--- src/rtl/rr_reg_arbiter_if.sv ---
// Request/grant bundle between the requesters and the shared-register arbiter.
interface rr_reg_arbiter_if #(
    parameter int unsigned N = 4,
    parameter int unsigned W = 8
);
    localparam int unsigned IW = (N > 1) ? $clog2(N) : 1;

    logic [N-1:0]   req;
    logic [N-1:0]   lock;
    logic [N*W-1:0] wdata;
    logic [N-1:0]   gnt;
    logic [W-1:0]   q;
    logic [IW-1:0]  owner;
    logic           busy;

    // Requester side drives requests and data, observes the register and grant.
    modport master (
        output req, lock, wdata,
        input  gnt, q, owner, busy
    );

    // Arbiter side.
    modport slave (
        input  req, lock, wdata,
        output gnt, q, owner, busy
    );
endinterface

--- src/rtl/rr_reg_arbiter.sv ---
// Round-robin arbiter owning one shared W-bit register; a locked owner may
// keep it for at most MAX_HOLD consecutive cycles before it is rotated away.
module rr_reg_arbiter #(
    parameter int unsigned N        = 4,
    parameter int unsigned W        = 8,
    parameter int unsigned MAX_HOLD = 4
) (
    input  logic            clk,
    input  logic            reset_n,
    rr_reg_arbiter_if.slave bus
);
    localparam int unsigned IW = (N > 1) ? $clog2(N) : 1;
    localparam int unsigned HW = $clog2(MAX_HOLD) + 1;

    typedef enum logic {
        IDLE  = 1'b0,
        GRANT = 1'b1
    } state_t;

    state_t        state, state_nxt;
    logic [IW-1:0] ptr, ptr_nxt;
    logic [IW-1:0] owner_r, owner_nxt;
    logic [HW-1:0] hold_cnt, hold_nxt;
    logic [N-1:0]  gnt_r, gnt_nxt;
    logic [W-1:0]  q_r, q_nxt;

    logic          cont;
    logic          found;
    logic [IW-1:0] writer;
    int unsigned   idx;

    // Pick this edge's writer: extend a locked owner, else rotate-scan from ptr.
    always_comb begin
        state_nxt = IDLE;
        ptr_nxt   = ptr;
        owner_nxt = owner_r;
        hold_nxt  = hold_cnt;
        gnt_nxt   = '0;
        q_nxt     = q_r;
        found     = 1'b0;
        writer    = '0;
        idx       = 0;

        cont = (state == GRANT) && bus.req[owner_r] && bus.lock[owner_r]
               && (hold_cnt < HW'(MAX_HOLD - 1));

        if (cont) begin
            found    = 1'b1;
            writer   = owner_r;
            hold_nxt = hold_cnt + HW'(1);
        end else begin
            for (int unsigned k = 0; k < N; k++) begin
                idx = int'(ptr) + k;
                if (idx >= N) begin
                    idx = idx - N;
                end
                if (!found && bus.req[IW'(idx)]) begin
                    found  = 1'b1;
                    writer = IW'(idx);
                end
            end
            if (found) begin
                ptr_nxt   = (writer == IW'(N - 1)) ? '0 : writer + IW'(1);
                hold_nxt  = '0;
                owner_nxt = writer;
            end
        end

        if (found) begin
            q_nxt     = bus.wdata[int'(writer)*W +: W];
            gnt_nxt   = N'(1) << writer;
            state_nxt = GRANT;
        end
    end

    // State and output registers; reset may arrive at any time.
    always_ff @(posedge clk or negedge reset_n) begin
        if (!reset_n) begin
            state    <= IDLE;
            ptr      <= '0;
            owner_r  <= '0;
            hold_cnt <= '0;
            gnt_r    <= '0;
            q_r      <= '0;
        end else begin
            state    <= state_nxt;
            ptr      <= ptr_nxt;
            owner_r  <= owner_nxt;
            hold_cnt <= hold_nxt;
            gnt_r    <= gnt_nxt;
            q_r      <= q_nxt;
        end
    end

    assign bus.gnt   = gnt_r;
    assign bus.q     = q_r;
    assign bus.owner = owner_r;
    assign bus.busy  = (state == GRANT);
endmodule

--- src/flat_wrapper.sv ---
// flat-port wrapper written by rule: the top's interface ports become plain ports
module rr_reg_arbiter_flat 
#(
    parameter int unsigned N        = 4,
    parameter int unsigned W        = 8,
    parameter int unsigned MAX_HOLD = 4
)
  (clk, reset_n, bus_req, bus_lock, bus_wdata, bus_gnt, bus_q, bus_owner, bus_busy);
  rr_reg_arbiter_if #(.N(N), .W(W)) bus_i ();
  input  logic clk;
  input  logic reset_n;
  input wire logic [$bits(bus_i.req)-1:0] bus_req;
  input wire logic [$bits(bus_i.lock)-1:0] bus_lock;
  input wire logic [$bits(bus_i.wdata)-1:0] bus_wdata;
  output wire logic [$bits(bus_i.gnt)-1:0] bus_gnt;
  output wire logic [$bits(bus_i.q)-1:0] bus_q;
  output wire logic [$bits(bus_i.owner)-1:0] bus_owner;
  output wire logic [$bits(bus_i.busy)-1:0] bus_busy;
  assign bus_i.req = bus_req;
  assign bus_i.lock = bus_lock;
  assign bus_i.wdata = bus_wdata;
  assign bus_gnt = bus_i.gnt;
  assign bus_q = bus_i.q;
  assign bus_owner = bus_i.owner;
  assign bus_busy = bus_i.busy;
  rr_reg_arbiter #(.N(N), .W(W), .MAX_HOLD(MAX_HOLD)) u_core (.clk(clk), .reset_n(reset_n), .bus(bus_i));
endmodule
--- config.mk ---
export PLATFORM = sky130hd
export DESIGN_NAME = rr_reg_arbiter_flat
export DESIGN_NICKNAME = d
export VERILOG_FILES = /design/src/rtl/rr_reg_arbiter_if.sv /design/src/rtl/rr_reg_arbiter.sv /design/src/flat_wrapper.sv
export SDC_FILE = /design/constraint.sdc
export NUM_CORES = 1
export LEC_CHECK = 0
export CAP_MARGIN = 15
export CORE_UTILIZATION = 44
export CTS_CLUSTER_DIAMETER = 100
export DETAILED_ROUTE_END_ITERATION = 10
export PLACE_DENSITY = 0.78
export SYNTH_ARGS = -nofsm -noshare
export SYNTH_HDL_FRONTEND = slang
export SYNTH_SLANG_ARGS = --single-unit
--- constraint.sdc ---
create_clock -name clk -period 2.4 [get_ports clk]
set_input_delay 0.48 -clock clk [delete_from_list [all_inputs] [get_ports clk]]
set_output_delay 0.48 -clock clk [all_outputs]
set_load 0.02 [all_outputs]
==> flow_summary.ini, run 1 <==
[critical_path]
crit_path_start_kind = primary input
critPathArrivalTime_ps = 2480
cell_chain_of_the_critical_path = clkdlybuf4s50_1 -> nor2_2 -> or4b_4 -> a32o_1 -> nand2_1 -> and4_1 -> a31oi_1
timing_worst_setup_path_type = primary input to flip-flop
cp-end-kind = flip-flop
slowest_stage = sky130_fd_sc_hd__or4b_4
cp_max_fo = 8
cpPeakStageDelay_ps = 600
r2r_slack_ps = 360
worst-endpoint-required_ps = 2610

[placed_design]
gp_routability_congestion = 0.867
io_buffer_count = 56
dp.final_hpwl_um = 3490
dpl.cell_count = 283
pre_cts_setup_slack_ps = -522

[power_and_ir_drop]
power_frac_clock_pct = 8.7
p_int_mw = 1.33
total_power_mw = 2.42
static-leakage-power_nw = 0.930
p_sw_mw = 1.09
share_comb_of_total_power_pct = 65.3
cellPowerDensity_mw_per_mm2 = 1080
power.ir.vdd_worst_v = 0.000653
sequentialPowerShare_pct = 26.0
power_switching_share_pct = 45.1

[die]
dieHeight_um = 59.9
top_level_ports = 57
starting_density_of_the_core_pct = 47.2
die_width_um = 59.9
die-area_mm2 = 0.00359
placementRows = 20
core_region_area_mm2 = 0.00313

[synthesis]
avgSynthCellArea_um2 = 8.33
yosysUniqueCellTypes = 41
ys_seq_elements = 20
synth_area_leaders = sky130_fd_sc_hd__dfrtp_1, sky130_fd_sc_hd__a22oi_1, sky130_fd_sc_hd__nand2_1, sky130_fd_sc_hd__and4_1, sky130_fd_sc_hd__o22a_1
post_synth_top_area_share_pct = 33.9
synth-edff-count = 0
predominant_post_synthesis_flop_cell = sky130_fd_sc_hd__dfrtp_1
async_reset_ff_share_pct = 100
yosys-top-cells-count = sky130_fd_sc_hd__nand2_1, sky130_fd_sc_hd__dfrtp_1, sky130_fd_sc_hd__a22oi_1, sky130_fd_sc_hd__a21oi_1, sky130_fd_sc_hd__nand3_1
post-synth-top-area-cell = sky130_fd_sc_hd__dfrtp_1
syn-cell-area_mm2 = 0.00148
synthesis.instances = 177
synth_fp_nets = 220
count_of_warnings_emitted_by_yosys = 0
seq_area_frac_synth_pct = 33.9
synthMostInstantiatedCell = sky130_fd_sc_hd__nand2_1

[cells_and_area]
final_net_count = 287
finish.cell_count_without_fillers = 287
flow.area_growth_from_synthesis_pct = 51.0
post-route-util_pct = 71.2
diodes = 0
final_layout_size_suffix_gt1_share_pct = 12.8

[global_routing]
grtUsageTotal_pct = 28.2
antenna_found_initial = 0
grt_pass1_vias = 1658
global_route_wire_length_before_repair_um = 7580
grt_overflow = 0
grt_max_degree = 21

[timing]
timing_max_transition_violations_final = 0
fin_skew_ps = 1.90
setup_tns_ps = 0
finalCriticalPeriod_ps = 2270
rsz_0062_raised_after_global_routing = no
finalHoldViolCount = 0
finalCritPeriodShare_pct = 94.5
fin_ws_ps = 131
worst_slew_pin_slew_ps = 619
final-setup-viol-count = 0
relSlewSlack_pct = 58.5
fmax_mhz = 441

[worst_hold_path]
min_path_type = primary input to asynchronous set/reset pin

[status]
run_status = complete, no violations

[route]
routed_wirelength_um = 4690
dr_total_vias = 1714
detail_route.first_pass.iterations = 4
initialDrtViolationCount = 126
drc = 0
routed_wire_length_per_instance_um = 16.3
drt-vias-per-instance = 5.97
antenna_left = 0

[clock_network]
post_cts.repair.setup_buffers = 0
clkSinkCount = 20
cts-buffers-inserted = 3
max-clock-path-buffers = 2
clkTransAtPathRegs_ps = 120
clk_latency_ps = 310
htree_levels = 1
tritoncts = done
cts.root.buffer_cell = sky130_fd_sc_hd__clkbuf_4

[job]
timing.max_cap.violations = 0
stage by stage:
| step | hold slack (ps) | cell area, um2 |
|---|---|---|
| finish | 495 | 2230 |
| global route | 540 | 2230 |
| CTS | 497 | 2210 |
| detailed placement | 496 | 2170 |
| global placement | 493 | 2170 |
| floorplan | 184 | 1480 |
worst max-delay path: cells and delay by family:
| kind | cells | cell delay [ps] |
|---|---|---|
| buffers and inverters | 1 | 570 |
| AND/OR/NAND/NOR | 4 | 990 |
| AO/OA/AOI/OAI | 2 | 420 |
flip-flops by register name, summed over array words and instances, names as in the netlist:
register / flops
u_core.hold_cnt: 3
u_core.bus.owner: 2
u_core.bus.gnt: 4
u_core.bus.q: 8
u_core.ptr: 2
u_core.bus.busy: 1
power by group through the flow:
stage / clock network, mW / registers (mW) / logic [mW]
final: 0.210 / 0.628 / 1.58
after global placement: 0 / 0.617 / 1.50
after floorplan: 0 / 0.727 / 0.853
after detailed placement: 0 / 0.630 / 1.54
after CTS: 0.213 / 0.624 / 1.55
after global routing: 0.222 / 0.646 / 1.72
metal layers:
metal	track usage, %	wire [um]
met1	39.0	2000
met2	45.1	2370
met3	3.03	264
met4	10.6	56
met5	0	0
final timing paths:
kind	start	cells after the start	endpoint
max in group asynchronous	reset_n	2	u_core.ptr[1]$_DFFE_PN0P_
min reg2reg	u_core.hold_cnt[2]$_DFFE_PN0P_	1	u_core.hold_cnt[2]$_DFFE_PN0P_
max reg2reg	u_core.ptr[0]$_DFFE_PN0P_	6	u_core.bus.q[5]$_DFFE_PN0P_
min in group clk	u_core.hold_cnt[2]$_DFFE_PN0P_	1	u_core.hold_cnt[2]$_DFFE_PN0P_
max	bus_req[3]	7	u_core.bus.q[5]$_DFFE_PN0P_
min	reset_n	2	u_core.bus.owner[1]$_DFFE_PN0P_
final cells by class:
cell class              count  area, um2
clock buffers               4       36.3
inverters                   3       11.3
flip-flops and latches     20        500
multi-input cells         143        931
well taps                  44       55.1
repair buffers             73        693
fillers                   260        901
cells by family after synthesis:
family,count (synthesis),synth area share [%]
flip-flops,20,33.9
AO/OA/AOI/OAI,66,32.3
buffers and inverters,14,4.58
AND/OR/NAND/NOR,76,28.3
adder cells (fa/ha/maj),1,0.848
cell usage in the layout (no fill, tap or decap), types with 5 or more instances in the layout:
| cell type | synthesis | final |
|---|---|---|
| sky130_fd_sc_hd__dfrtp_1 | 20 | 20 |
| sky130_fd_sc_hd__o22a_1 | 8 | 8 |
| sky130_fd_sc_hd__and4_1 | 8 | 8 |
| sky130_fd_sc_hd__a22oi_1 | 16 | 16 |
| sky130_fd_sc_hd__nor2b_1 | 5 | 5 |
| sky130_fd_sc_hd__nand2_1 | 28 | 28 |
| sky130_fd_sc_hd__buf_4 | 1 | 17 |
| sky130_fd_sc_hd__a21oi_1 | 12 | 12 |
| sky130_fd_sc_hd__clkdlybuf4s50_1 | 0 | 54 |
| sky130_fd_sc_hd__a31oi_1 | 8 | 8 |
| sky130_fd_sc_hd__nand3_1 | 11 | 11 |
timing repair:
| action | CTS | global route |
|---|---|---|
| endpoints found under the setup margin | 8 | 10 |
| gates resized for setup | 1 | 5 |
| hold buffers | 0 | 0 |
(Power assumes the default switching activity.)
==> run 2, diff against run 1 <==
Settings changed: SETUP_SLACK_MARGIN set to 0.5.
==> run 2 against run 1 <==
Compared with the run above: combinational power up 10%; via count increased by 4.9%; clock power up 40%; global-route usage grew 1.8 points; clock skew rose by 0.87 ps; worst setup slack better by 240 ps; first-iteration DRC count increased by 13%; sequential power increased by 0.6%.
==> flow_summary.ini, run 2 (synthesis gave the netlist of run 1 again) <==
[critical_path]
timing_worst_setup_path_type = flip-flop to flip-flop
critPathLaunch = u_core.ptr[0]$_DFFE_PN0P_
cp-end-kind = flip-flop
cp_max_fo = 9
r2r_slack_ps = 380
critPathArrivalTime_ps = 2270
critical_path.endpoint = u_core.bus.q[0]$_DFFE_PN0P_
ff2ff_path_depth = 6
r2r_end = u_core.bus.q[0]$_DFFE_PN0P_
r2r_start = u_core.ptr[0]$_DFFE_PN0P_
crit_path_start_kind = flip-flop
worst-endpoint-required_ps = 2650

[clock_network]
tritoncts = done
htree_levels = 1
clkSinkCount = 20
clk_latency_ps = 320
postCtsHoldBufs = 0
cts.root.buffer_cell = sky130_fd_sc_hd__clkbuf_4
cts-buffers-inserted = 3
clkTransAtPathRegs_ps = 130
max-clock-path-buffers = 2

[timing]
hold_ws_ps = 492
setup_tns_ps = 0
finalCriticalPeriod_ps = 2020
worst_slew_pin_slew_ps = 394
relSlewSlack_pct = 73.6
timing_max_transition_violations_final = 0
rsz_0062_raised_after_global_routing = yes
finalCritPeriodShare_pct = 84.3
fin_ws_ps = 376
finalHoldViolCount = 0
final-setup-viol-count = 0
fin_skew_ps = 2.77
fmax_mhz = 494

[cells_and_area]
diodes = 0
filler_cell_count = 257
largest_register_ffs = 8
flow.area_growth_from_synthesis_pct = 57.7
mostFrequentLayoutCells = sky130_fd_sc_hd__clkdlybuf4s50_1, sky130_fd_sc_hd__nand2_1, sky130_fd_sc_hd__buf_4
finish.cell_count_without_fillers = 292
final_net_count = 292
final_layout_size_suffix_gt1_share_pct = 17.7
layout.cells.most_common = sky130_fd_sc_hd__clkdlybuf4s50_1

[power_and_ir_drop]
p_sw_mw = 1.18
power_frac_clock_pct = 11.0
sequentialPowerShare_pct = 23.7
static-leakage-power_nw = 0.967
power_switching_share_pct = 44.2
power.ir.vdd_worst_v = 0.000534
cellPowerDensity_mw_per_mm2 = 1150
share_comb_of_total_power_pct = 65.3
total_power_mw = 2.67
p_int_mw = 1.49

[route]
detail_route.first_pass.iterations = 5
dr_total_vias = 1798
drc = 0
antenna_left = 0
routed_wire_length_per_instance_um = 17.6
routed_wirelength_um = 5140
drt-vias-per-instance = 6.16
initialDrtViolationCount = 143

[global_routing]
global_route_wire_length_before_repair_um = 7880
grt_overflow = 0
grt_pass1_vias = 1804
antenna_found_initial = 0
grt_max_degree = 23
grtUsageTotal_pct = 30.0

[die]
die_width_um = 59.9
top_level_ports = 57
core_region_area_mm2 = 0.00313
dieHeight_um = 59.9
die-area_mm2 = 0.00359
starting_density_of_the_core_pct = 47.2
placementRows = 20

[status]
run_status = complete, no violations

[placed_design]
gp_routability_congestion = 0.908
pre_cts_setup_slack_ps = -472
io_buffer_count = 56
dpl.cell_count = 283
dp.final_hpwl_um = 3600

[worst_hold_path]
min_path_type = primary input to asynchronous set/reset pin

[job]
timing.max_cap.violations = 0
[run 2: cell types whose count changed in the layout (fill, tap and decap cells not counted), sizes merged, moves of 2 or more]
cell and change:
buf +5, clkdlybuf4s15 +2, clkdlybuf4s50 -6, dlygate4sd2 +6, dlymetal6s2s -2
[run 2: routing by layer]
metal  wire [um]  share of wire, %  vias to the layer above  GRT usage (%)
li1            -                 -                      819              -
met1        1900                37                      842           32.3
met2        2760                54                      121           55.1
met3         360               7.0                       16           4.11
met4         112               2.2                        0           17.6
met5           0                 0                        -              0
[run 2: cell type report]
type                       count  area [um2]  share of cell area, %
inverter                       3        11.3                  0.484
timing repair buffer          78         724                   31.1
clock inverter                 1        30.0                   1.29
sequential                    20         503                   21.6
tap                           44        55.1                   2.37
multi-input combinational    143         980                   42.1
clock buffer                   3        22.5                  0.968
[run 2: power groups by stage]
| stage | logic, mW | registers [mW] | clock network (mW) |
|---|---|---|---|
| 2_1_floorplan | 0.861 | 0.727 | 0 |
| 3_3_place_gp | 1.54 | 0.621 | 0 |
| 3_5_place_dp | 1.59 | 0.629 | 0 |
| 4_1_cts | 1.70 | 0.623 | 0.293 |
| 5_1_grt | 1.86 | 0.651 | 0.304 |
| 6_report | 1.74 | 0.632 | 0.293 |
[run 2: worst min-delay path by stage]
| stage | from | to | cells past startpoint |
|---|---|---|---|
| finish | reset_n | u_core.bus.busy$_DFF_PN0_ | 2 |
| global placement | u_core.hold_cnt[2]$_DFFE_PN0P_ | u_core.hold_cnt[2]$_DFFE_PN0P_ | 1 |
| floorplan | reset_n | u_core.bus.busy$_DFF_PN0_ | 0 |
| detailed placement | u_core.hold_cnt[2]$_DFFE_PN0P_ | u_core.hold_cnt[2]$_DFFE_PN0P_ | 1 |
| global route | reset_n | u_core.bus.busy$_DFF_PN0_ | 2 |
| CTS | reset_n | u_core.bus.busy$_DFF_PN0_ | 2 |
[run 2: stage by stage]
step                      area [um2]  utilization (%)
after floorplan                 1480                -
after global placement          2170             69.3
after detailed placement        2170             69.3
after CTS                       2310             73.8
after global routing            2330             74.4
final                           2330             74.4
[run 2: what timing repair did]
item,CTS,global route
endpoints found under the setup margin,16,13
pin swaps,4,1
setup buffers,5,0
gates resized for setup,23,3
[run 2: worst max-delay path, cell delays in order, from the launching register on]
cell and delay (ps):
sky130_fd_sc_hd__dfrtp_1 410, sky130_fd_sc_hd__and2b_1 240, sky130_fd_sc_hd__or4b_4 550, sky130_fd_sc_hd__and2_4 210, sky130_fd_sc_hd__o22a_1 200, sky130_fd_sc_hd__and4_1 180
sky130_fd_sc_hd__a31oi_1 150
==> run 3, diff against run 2 <==
Clock period 2.4 ns to 2 ns, I/O delays scaled along.
==> run 3 against run 2 <==
Compared with the run above: utilization increased by 12 points; final cell count is 8.6% higher; clock power up 16%; the run now ends with negative setup slack left; worst setup slack worse by 400 ps; die area stayed put; fmax about the same; non-clock buffer count grew 23; highest routed layer unchanged; critical path type unchanged; routed wire length increased by 27%.
==> flow_summary.ini, run 3 (synthesis gave the netlist of run 1 again) <==
[cells_and_area]
final_net_count = 317
finish.cell_count_without_fillers = 317
post-route-util_pct = 86.2
diodes = 0
largest_register_ffs = 8
flow.area_growth_from_synthesis_pct = 82.8
filler_cell_count = 166
final_layout_size_suffix_gt1_share_pct = 34.8
mostFrequentLayoutCells = sky130_fd_sc_hd__clkdlybuf4s50_1, sky130_fd_sc_hd__buf_4, sky130_fd_sc_hd__nand2_1

[placed_design]
dpl.cell_count = 293
dp.final_hpwl_um = 4020
io_buffer_count = 56
gp_routability_congestion = 0.884

[timing]
relSlewSlack_pct = 72.2
rsz_0062_raised_after_global_routing = yes
finalHoldViolCount = 0
final-setup-viol-count = 1
fin_skew_ps = 9.78
fmax_mhz = 494
timing_max_transition_violations_final = 0
finalCritPeriodShare_pct = 101
worst_slew_pin_slew_ps = 416
finalCriticalPeriod_ps = 2020
fin_ws_ps = -24.4

[critical_path]
critPathArrivalTime_ps = 2260
timing_worst_setup_path_type = flip-flop to flip-flop
timing.critical_path.depth = 7
crit_buf_inv = 1
crit_path_start_kind = flip-flop
cp-end-kind = flip-flop
slowest_stage = sky130_fd_sc_hd__dfrtp_2
worst-endpoint-required_ps = 2230
worst_path_dominant_cell_family = compound AO/OA/AOI/OAI gates
cell_chain_of_the_critical_path = buf_4 -> and3_4 -> o211ai_1 -> a32o_2 -> nand2_1 -> and4_1 -> a31oi_1
ff2ff_path_depth = 7
cp_max_fo = 8
cpPeakStageDelay_ps = 460

[worst_hold_path]
min_path_type = primary input to asynchronous set/reset pin

[global_routing]
grt_pass1_vias = 1962
grt_overflow = 0
global_route_wire_length_before_repair_um = 9110
grt_max_degree = 21
grtUsageTotal_pct = 34.5
antenna_found_initial = 0

[clock_network]
clk_latency_ps = 310
cts-buffers-inserted = 3
max-clock-path-buffers = 2
clkTransAtPathRegs_ps = 130
tritoncts = done
cts.root.buffer_cell = sky130_fd_sc_hd__clkbuf_4
htree_levels = 1
clkSinkCount = 20

[route]
drt-vias-per-instance = 6.56
drc = 0
routed_wire_length_per_instance_um = 20.5
antenna_left = 0
dr_total_vias = 2080
initialDrtViolationCount = 189
routed_wirelength_um = 6500
detail_route.first_pass.iterations = 6

[die]
die_width_um = 59.9
placementRows = 20
die-area_mm2 = 0.00359
core_region_area_mm2 = 0.00313
starting_density_of_the_core_pct = 47.2
dieHeight_um = 59.9
top_level_ports = 57

[power_and_ir_drop]
cellPowerDensity_mw_per_mm2 = 1410
power.ir.vdd_worst_v = 0.000853
static-leakage-power_nw = 1.15

[status]
violations = negative setup slack
run_status = finished with violations

[job]
timing.max_cap.violations = 0
## run 3: cell count changes in the layout (fill, tap and decap cells not counted), sizes merged, moves of 2 or more
cell           delta
buf              +25
clkdlybuf4s15     +2
clkdlybuf4s50    -13
dlygate4sd2       +8
## run 3: worst paths after layout
path	endpoint	slack, ps	from
hold / removal	u_core.ptr[0]$_DFFE_PN0P_	420	reset_n
setup / recovery	u_core.bus.q[5]$_DFFE_PN0P_	-20	u_core.bus.owner[1]$_DFFE_PN0P_
setup reg to reg	u_core.bus.q[5]$_DFFE_PN0P_	-20	u_core.bus.owner[1]$_DFFE_PN0P_
min in group clk	u_core.hold_cnt[2]$_DFFE_PN0P_	560	u_core.hold_cnt[2]$_DFFE_PN0P_
max in group asynchronous	u_core.bus.owner[1]$_DFFE_PN0P_	1360	reset_n
hold reg to reg	u_core.hold_cnt[2]$_DFFE_PN0P_	560	u_core.hold_cnt[2]$_DFFE_PN0P_
## run 3: layout make-up
type	instances	area (um2)	share of cell area (%)
sequential	20	503	18.7
tap	44	55.1	2.04
multi-input combinational	145	1150	42.6
clock inverter	1	30.0	1.11
inverter	3	11.3	0.418
timing repair buffer	101	926	34.3
clock buffer	3	22.5	0.835
## run 3: worst register-to-register path: cells and delay by family (launching register included)
family	cells	cell delay, ps
compound gates	3	860
simple gates	3	470
flops	1	460
buf+inv	1	150
## run 3: per-layer routing
metal / share of wire, % / GRT usage [%] / up-vias
met4: 5.9 / 16.3 / 0
met5: 0 / 0 / -
met1: 36 / 39.3 / 986
li1: - / - / 873
met3: 7.6 / 6.06 / 51
met2: 50 / 61.9 / 170
## run 3: per-stage QoR
step	hold WS [ps]	area [um2]	setup WS [ps]	TNS (ps)	power, mW
finish	415	2700	-24.4	-24.4	3.80
CTS	423	2470	-11.1	-18.3	3.34
detailed placement	501	2280	-716	-8120	2.80
global placement	497	2280	-584	-6870	2.71
global route	425	2700	-48.4	-183	3.97
floorplan	104	1510	99.5	0	1.95
## run 3: repair_timing
item,in CTS,in global routing
hold buffers,0,0
resized for setup,58,32
cloned,1,1
hold endpoints to repair,0,0
setup endpoints to repair,35,24
pin swaps,13,15
setup buffers,7,11
## run 3: report_power, final
part	internal [mW]	leakage (nW)	switching (mW)
logic	1.32	0.890	1.39
clock network	0.203	0.0279	0.136
registers	0.586	0.236	0.169
